[config.mk]
export PLATFORM = sky130hd
export DESIGN_NAME = fir_mavg_scheduler
export DESIGN_NICKNAME = d
export VERILOG_FILES = /design/src/rtl/fir_mavg_scheduler.sv
export SDC_FILE = /design/constraint.sdc
export NUM_CORES = 1
export LEC_CHECK = 0
export CORE_UTILIZATION = 52
export CTS_CLUSTER_SIZE = 12
export DETAILED_ROUTE_END_ITERATION = 6
export PLACE_DENSITY = 0.69
export SYNTH_ARGS = -nofsm -noshare
export SYNTH_HDL_FRONTEND = slang
export SYNTH_SLANG_ARGS = --single-unit
[constraint.sdc]
create_clock -name clk -period 8.6 [get_ports clk]
set_input_delay 0.86 -clock clk [delete_from_list [all_inputs] [get_ports clk]]
set_output_delay 0.86 -clock clk [all_outputs]
set_load 0.01 [all_outputs]
[src/rtl/fir_mavg_scheduler.sv]
// fir_mavg_scheduler
//   Time-shared running-sum moving-average filter for CH sample streams.
//   A round-robin arbiter admits one channel's sample at a time. The
//   channel's oldest windowed sample is read from its history buffer, its
//   running sum is updated, and the window average is presented on a
//   valid/ready output.
//
//   Sequence per sample: IDLE (accept) -> CALC (update) -> OUT (hold until
//   out_ready). out_valid rises on the second clock edge after acceptance.
//
// Ports:
//   clk         system clock, rising edge
//   reset_n     asynchronous active-low reset
//   clr         synchronous clear of all channel state, the arbiter and the FSM
//   in_valid    per-channel sample request                   [CH]
//   in_data     packed samples, channel c at [c*N +: N]      [CH*N]
//   in_ready    one-hot grant, asserted only in IDLE         [CH]
//   out_valid   averaged result available
//   out_ready   downstream accepts result
//   out_data    averaged sample                              [N]
//   out_chan    channel index of out_data                    [clog2(CH)]
//   out_primed  window held TAPS samples when out_data was computed
//
// Build option:
//   FIR_MAVG_ROUND_EN  when defined, out_data is rounded half-up and
//                      saturated at 2^N-1. When undefined, out_data is
//                      truncated.

module fir_mavg_scheduler #(
  parameter int N     = 16,
  parameter int CH    = 4,
  parameter int TAPS  = 8,
  parameter int LOG2T = $clog2(TAPS),
  localparam int CW   = (CH > 1) ? $clog2(CH) : 1
) (
  input  logic            clk,
  input  logic            reset_n,
  input  logic            clr,
  input  logic [CH-1:0]   in_valid,
  input  logic [CH*N-1:0] in_data,
  output logic [CH-1:0]   in_ready,
  output logic            out_valid,
  input  logic            out_ready,
  output logic [N-1:0]    out_data,
  output logic [CW-1:0]   out_chan,
  output logic            out_primed
);

  localparam int SW = N + LOG2T;   // running-sum width, holds TAPS*(2^N-1)
  localparam int FW = LOG2T + 1;   // fill counter counts 0..TAPS
  localparam int HW = CW + LOG2T;  // history address {channel, pointer}

  typedef enum logic [1:0] {
    IDLE,
    CALC,
    OUT
  } state_t;

  state_t         state;
  logic [CW-1:0]  rr_ptr;
  logic [CW-1:0]  cur_ch;
  logic [N-1:0]   cur_data;

  logic [SW-1:0]    sum_q  [CH];
  logic [LOG2T-1:0] ptr_q  [CH];
  logic [FW-1:0]    fill_q [CH];

  // History storage has no reset; a slot is only read once fill says it
  // has been written since the last reset or clear.
  logic [N-1:0]   hist [CH*TAPS];

  logic [CW-1:0]  gnt_idx;
  logic           gnt_found;
  logic [CW-1:0]  next_rr;
  logic [N-1:0]   gnt_data;

  logic [HW-1:0]  hist_addr;
  logic           cur_full;
  logic [N-1:0]   oldest;
  logic [SW-1:0]  new_sum;
  logic [FW-1:0]  new_fill;
  logic [N-1:0]   new_avg;

  // Round-robin search upward from rr_ptr, wrapping. clr masks the grant
  // so a sample is never accepted in the same cycle state is being wiped.
  always_comb begin
    int j;
    logic [CW-1:0] jj;
    j         = 0;
    jj        = '0;
    gnt_idx   = '0;
    gnt_found = 1'b0;
    in_ready  = '0;
    for (int i = 0; i < CH; i++) begin
      j = int'(rr_ptr) + i;
      if (j >= CH) j = j - CH;
      jj = CW'(j);
      if (!gnt_found && in_valid[jj]) begin
        gnt_found = 1'b1;
        gnt_idx   = jj;
      end
    end
    if (state == IDLE && !clr && gnt_found) in_ready[gnt_idx] = 1'b1;
  end

  always_comb begin
    next_rr  = (gnt_idx == CW'(CH - 1)) ? '0 : gnt_idx + 1'b1;
    gnt_data = '0;
    for (int c = 0; c < CH; c++) begin
      if (gnt_idx == CW'(c)) gnt_data = in_data[c*N +: N];
    end
  end

  // Update datapath for the channel captured at acceptance.
  always_comb begin
    hist_addr = {cur_ch, ptr_q[cur_ch]};
    cur_full  = (fill_q[cur_ch] == FW'(TAPS));
    oldest    = cur_full ? hist[hist_addr] : '0;
    // Never negative: oldest was added to this sum TAPS samples ago.
    new_sum   = sum_q[cur_ch] + SW'(cur_data) - SW'(oldest);
    new_fill  = cur_full ? fill_q[cur_ch] : fill_q[cur_ch] + 1'b1;
  end

`ifdef FIR_MAVG_ROUND_EN
  localparam int RW = SW + 1;
  logic [RW-1:0] rnd_sum;
  logic [RW-1:0] rnd_shift;

  // One extra bit so adding TAPS/2 to a full-scale sum cannot wrap.
  always_comb begin
    rnd_sum   = {1'b0, new_sum} + RW'(TAPS / 2);
    rnd_shift = rnd_sum >> LOG2T;
    new_avg   = (rnd_shift > RW'({N{1'b1}})) ? {N{1'b1}} : rnd_shift[N-1:0];
  end
`else
  always_comb begin
    new_avg = new_sum[SW-1:LOG2T];
  end
`endif

  // Main FSM with registered outputs and per-channel state.
  always_ff @(posedge clk or negedge reset_n) begin
    if (!reset_n) begin
      state      <= IDLE;
      rr_ptr     <= '0;
      cur_ch     <= '0;
      cur_data   <= '0;
      out_valid  <= 1'b0;
      out_data   <= '0;
      out_chan   <= '0;
      out_primed <= 1'b0;
      for (int c = 0; c < CH; c++) begin
        sum_q[c]  <= '0;
        ptr_q[c]  <= '0;
        fill_q[c] <= '0;
      end
    end else if (clr) begin
      state     <= IDLE;
      rr_ptr    <= '0;
      out_valid <= 1'b0;
      for (int c = 0; c < CH; c++) begin
        sum_q[c]  <= '0;
        ptr_q[c]  <= '0;
        fill_q[c] <= '0;
      end
    end else begin
      case (state)
        IDLE: begin
          if (|in_ready) begin
            cur_ch   <= gnt_idx;
            cur_data <= gnt_data;
            rr_ptr   <= next_rr;
            state    <= CALC;
          end
        end
        CALC: begin
          sum_q[cur_ch]  <= new_sum;
          ptr_q[cur_ch]  <= ptr_q[cur_ch] + 1'b1;
          fill_q[cur_ch] <= new_fill;
          out_data       <= new_avg;
          out_primed     <= (new_fill == FW'(TAPS));
          out_chan       <= cur_ch;
          out_valid      <= 1'b1;
          state          <= OUT;
        end
        OUT: begin
          if (out_ready) begin
            out_valid <= 1'b0;
            state     <= IDLE;
          end
        end
        default: state <= IDLE;
      endcase
    end
  end

  // History write in CALC, into the slot just read as oldest.
  always_ff @(posedge clk) begin
    if (state == CALC && !clr) hist[hist_addr] <= cur_data;
  end

endmodule

* Yosys cells after proc, flatten, opt, wreduce, memory -nomap -nowiden
Memories as Yosys holds them, arrays and structs flattened.
Index checks and enable logic that the tools add are counted.
** Storage, ports and cells
- Output and inout bits :: 24
- Input port bits :: 72
- Word-level logic and storage cells :: 146
- Bits in writable memories :: 512
- Register bits :: 146
- Memories :: 1
** Memories
- hist :: depth 32, width 16, rd ports 1, clocked after Yosys merged registers in 0, wr ports 1, RTL line 70 : logic [N-1:0] hist [CH*TAPS];
** Cells by class
- Add/subtract/negate cells :: 12
- Bitwise operators :: 2
- Muxes and demuxes :: 66
- Order comparisons :: 12
- Equality and inequality tests :: 9
- Reductions and logical operators :: 24
** Operator list (count)
- 76-bit 2-to-1 mux :: 2
- 16-bit 2-to-1 mux :: 7
- 76-bit bitwise mux :: 1
- 19-bit 2-to-1 mux :: 3
- 19-bit binary-select mux with 2-bit select :: 1
- 19-bit demux with 2-bit select :: 1
- 2-bit 2-to-1 mux :: 15
- 12-bit 2-to-1 mux :: 2
- 4-bit 2-to-1 mux :: 5
- 19-bit by 16-bit adder with 19-bit output :: 1
- 19-bit by 16-bit subtractor with 19-bit output :: 1
- 16-bit bitwise mux :: 1
- 2-bit by 3-bit < comparator with 1-bit output (second input constant) :: 5
- 1-bit 2-to-1 mux :: 13
- 12-bit bitwise mux :: 1
- 3-bit >= comparator (second input constant) :: 4
- 3-bit 2-to-1 mux :: 3
- 1-bit binary-select mux with 2-bit select :: 4
- 4-bit binary-select mux with 2-bit select :: 1
- 4-bit demux with 2-bit select :: 1
- 4-bit equality test (second input constant) :: 2
- 1-bit logical AND :: 8
- 2-bit AND reduction :: 4
- 2-bit by 1-bit subtractor with 2-bit output (second input constant) :: 4
- other kinds (25) :: 35

* Logic depth before layout (Yosys ltp)
- Word-level depth :: 23
- Mapped depth :: 21
- Mapped depth without buffers :: 17

* Worst setup path after synthesis
Ideal clock, no wire load.
- Kind :: flip-flop to flip-flop
- From :: register cur_ch[1]
- To :: register out_data[8]
- Path slack :: 3.945 ns
- Arrival :: 4.530 ns
- Required time :: 8.475 ns
- Library setup time :: 0.125 ns
- Period minus slack after synthesis :: 4.655 ns
- Cell stages (with the launch flop) :: 21
- Buffers on the path :: 4
- Cell sequence :: dfrtp_1 > buf_2 > buf_1 > mux4_2 > inv_1 > ha_1 > nand3_1 > buf_2 > a221oi_1 > nand3_1 > nor4_1 > fa_1 > inv_1 > ha_1 > buf_2 > and4_1 > a21boi_0 > o21ai_0 > or3_1 > and2_1 > mux2_2
** Between the ends
- Cells in the longest elaborated chain, start to end :: 7
- Elaborated cells on any way between the ends :: 15
- Classes of those cells :: add/sub (2); eq/ne (1); mux (10); bitwise (1); memory (1)
** RTL lines
- start, declared :: RTL line 61 : logic [CW-1:0] cur_ch;
- start signal, assigned :: RTL line 170 : cur_ch <= gnt_idx;
- branches (longest 6 deep; another with 19-bit by 16-bit adder with 19-bit output)
- 19-bit by 16-bit subtractor with 19-bit output (*) :: RTL line 120 : new_sum = sum_q[cur_ch] + SW'(cur_data) - SW'(oldest);
- end signal, assigned :: RTL line 180 : out_data <= new_avg;
- end, declared :: RTL line 44 : output logic [N-1:0] out_data,
Every way passes the cells marked *. The select of a mux whose other input is x is not followed.
A chain may end at the register's enable or synchronous reset.

* Worst setup path after layout
- From :: register ptr_q[6] (netlist name)
- To :: register sum_q[73] (netlist name)
** Between the ends
- Cells in the longest elaborated chain, start to end :: 9
** RTL lines
- start, declared :: RTL line 65 : logic [LOG2T-1:0] ptr_q [CH];
- start signal, assigned by index :: RTL line 178 : ptr_q[cur_ch] <= ptr_q[cur_ch] + 1'b1;
- 3-bit binary-select mux with 2-bit select :: RTL line 116 : hist_addr = {cur_ch, ptr_q[cur_ch]};
- 3-bit 2-to-1 mux (implied by the code) (2 in series) :: RTL line 116
- memory read 32 x 16 bit
- 16-bit 2-to-1 mux :: RTL line 118 : oldest = cur_full ? hist[hist_addr] : '0;
- 19-bit by 16-bit subtractor with 19-bit output :: RTL line 120
- 76-bit bitwise mux :: RTL line 177 : sum_q[cur_ch] <= new_sum;
- 76-bit 2-to-1 mux :: RTL line 167 : case (state)
- 76-bit 2-to-1 mux :: RTL line 157 : end else if (clr) begin
- end signal, assigned by index :: RTL line 177
- end, declared :: RTL line 64 : logic [SW-1:0] sum_q [CH];
Every way passes these cells. The select of a mux whose other input is x is not followed.

==> flow_metrics.tcl <==
set metrics [dict create \
    synth_edf_count 512 \
    diodes 0 \
    coreArea_mm2 0.05371 \
    synth_top_area_cell "edfxtp_1" \
    drv_slew 0 \
    finalCritPeriodShare 0.8158 \
    tightest_slew_ps 1211 \
    syn_area_mm2 0.02824 \
    initial_core_util 0.5257 \
    antenna_found_initial 0 \
    synth.most_common_cell "edfxtp_1" \
    dieArea_mm2 0.05523 \
    netlist_instances 2073 \
    wl_per_cell_um 27.11 \
    synthToLayoutAreaGrowth_pct 14.37 \
    fmax_ghz 0.1425 \
    die_h_um 235.0 \
    leakage_uw 0.01145 \
    clock-root-buffer "clkbuf_16" \
    syn_nets 2190 \
    path_max_fanout 28 \
    via_count 18650 \
    worst_path_max_delay_cell "dfrtp_1" \
    die_w_um 235.0 \
    cp-end-kind "flop" \
    fin_nets 2315 \
    ys.flop_type "edfxtp_1" \
    fin_crit_ps 7016 \
    violations "design-rule violations" \
    port_buffers 95 \
    first_global_vias 18190 \
    hp-class "input port to async pin" \
    maxCapViolations 0 \
    reg2reg_depth 17 \
    power_density_mw_per_mm2 328.4 \
    setup-tns-final_ps 0 \
    post_cts_buffers 0 \
    drtIter0Drc 2438 \
    cts_resized 0 \
    netlist.area_leader.share 0.5445 \
    ctsHoldBuffers 0 \
    cts_tree "yes" \
    synth.area.top_cells "edfxtp_1, dfrtp_1, mux4_2" \
    drc 3 \
    peakVddDrop_mv 0.1867 \
    critical-path-max-stage-delay_ps 920 \
    h-tree-depth 3 \
    synth_common_cells "edfxtp_1, nand2_1, dfrtp_1" \
    synth_warnings 0 \
    power_uw 10600 \
    groute.usage.overall 0.2912 \
    cp_cell_sequence "mux2i_1 -> mux2_2 -> inv_2 -> buf_4 -> mux4_2 -> nor2b_1 -> a211oi_1 -> nor4_1 -> fa_1 -> inv_1 -> ha_1 -> a211o_1 -> a31oi_1 -> o31ai_1 -> or4_1 -> nand4_1 -> o21ai_0" \
    final_util 0.6013 \
    globalRouteOverflowTotal 0 \
    crit_required_ps 9060 \
    async_flop_share 0.2219 \
    cts_buffers 71 \
    drt_wl_total_um 79640 \
    hold_viol 0 \
    cp_data_arrival_time_ps 7470 \
    critPathLaunchType "flop" \
    num_rows 85 \
    io_pins 96 \
    num-fill-cells 4095 \
    grt_pass1_wl_um 118500 \
    first_pass_iters 7 \
    path_class "flop to flop" \
    ant_nets 0 \
    clk_latency_ps 630 \
    synth_area_per_cell_um2 13.62 \
    ys_ff_latch 658 \
    dp_hpwl_um 51560 \
    drt-vias-per-instance 6.349 \
    ys_types 65 \
    grt_max_degree 76 \
    place.gp.congestion 0.9405 \
    clkSinkCount 658 \
    rsz0062_at_grt "no" \
    drive_gt1_frac 0.1147 \
    slew_headroom 0.1927 \
    fin_skew_ps 33.87 \
    setup_violations 0 \
    cts.reportedPaths.clkPinSlew_ps 60 \
    yosysSeqAreaShare 0.6739 \
    cts_buffer_depth 3 \
    status "complete, but fails checks" \
]
critical path: cells and delay by family, from the launching register on:
family                   cells  cell delay (ps)
AO/OA/AOI/OAI                5             1730
multiplexers                 3             1400
AND/OR/NAND/NOR              4             1020
buffers and inverters        3              990
flip-flops                   1              920
adder cells (fa/ha/maj)      2              760
routing by layer:
layer  GRT usage  wire length (µm)  vias up
met5           0                 0        -
met4      0.1388              4010        0
met3     0.05345              7401      191
met2      0.4557             37130      997
met1      0.3972             31090     9392
li1            -                 -     8067
flip-flops by register name, summed over array words and instances, names as in the netlist, 12 cells and up:
signal	flops
hist	512
sum_q	76
cur_data	16
fill_q	16
out_data	16
ptr_q	12
per-stage QoR:
stage / instance area (µm²) / hold WS [ps] / setup slack, ps / std cells
after detailed placement: 30190 / 466.3 / 1708 / 2821
after CTS: 32290 / 300.9 / 1663 / 2937
after global placement: 30190 / 457.4 / 1830 / 2821
after global routing: 32290 / 331.2 / 1221 / 2937
final: 32290 / 285.8 / 1584 / 2937
after floorplan: 28240 / 443.3 / 3945 / 2073
power by group:
part / internal [µW] / leakage [µW] / switching (µW)
Combinational: 1210 / 0.00378 / 2500
Sequential: 3940 / 0.00664 / 144
Clock: 1580 / 0.00103 / 1230
placed cells by master (no fill, tap or decap), drive strengths merged, types with 56 or more instances in the layout:
| cell type | n |
|---|---|
| dfrtp | 146 |
| buf | 80 |
| nand3 | 59 |
| clkbuf | 88 |
| inv | 80 |
| o21ai | 84 |
| a21oi | 71 |
| nand2 | 316 |
| nor2 | 79 |
| edfxtp | 512 |
| nor3 | 56 |
| mux4 | 63 |
| clkdlybuf4s50 | 93 |
area by class of cell:
cell class                      instances  area (µm²)  area share
Timing Repair Buffer                  173        1545     0.04785
Clock inverter                         28       224.0    0.006935
Inverter                               78       292.8    0.009066
Multi-Input combinational cell       1216        8449      0.2616
Clock buffer                           88        1882     0.05827
Sequential cell                       658       19030      0.5893
Tap cell                              696       870.8     0.02697
logic make-up after synthesis:
| logic type | count (synthesis) | share of synthesized area |
|---|---|---|
| AO/OA/AOI/OAI | 397 | 0.09430 |
| XOR/XNOR | 10 | 0.003102 |
| adder cells (fa/ha/maj) | 45 | 0.02419 |
| buffers and inverters | 199 | 0.02956 |
| flip-flops | 658 | 0.6739 |
| multiplexers | 120 | 0.07059 |
| AND/OR/NAND/NOR | 644 | 0.1044 |
path summary, 6_finish.rpt:
check	startpoint	to	slack, ps
max	ptr_q[6]	sum_q[73]	1580
min	reset_n	sum_q[3]	290
max reg2reg	ptr_q[6]	sum_q[73]	1580
min reg2reg	out_chan[1]	out_chan[1]	480
max in group asynchronous	reset_n	cur_ch[0]	6840
min in group clk	out_chan[1]	out_chan[1]	480
Power figures use the tool's default switching activity.
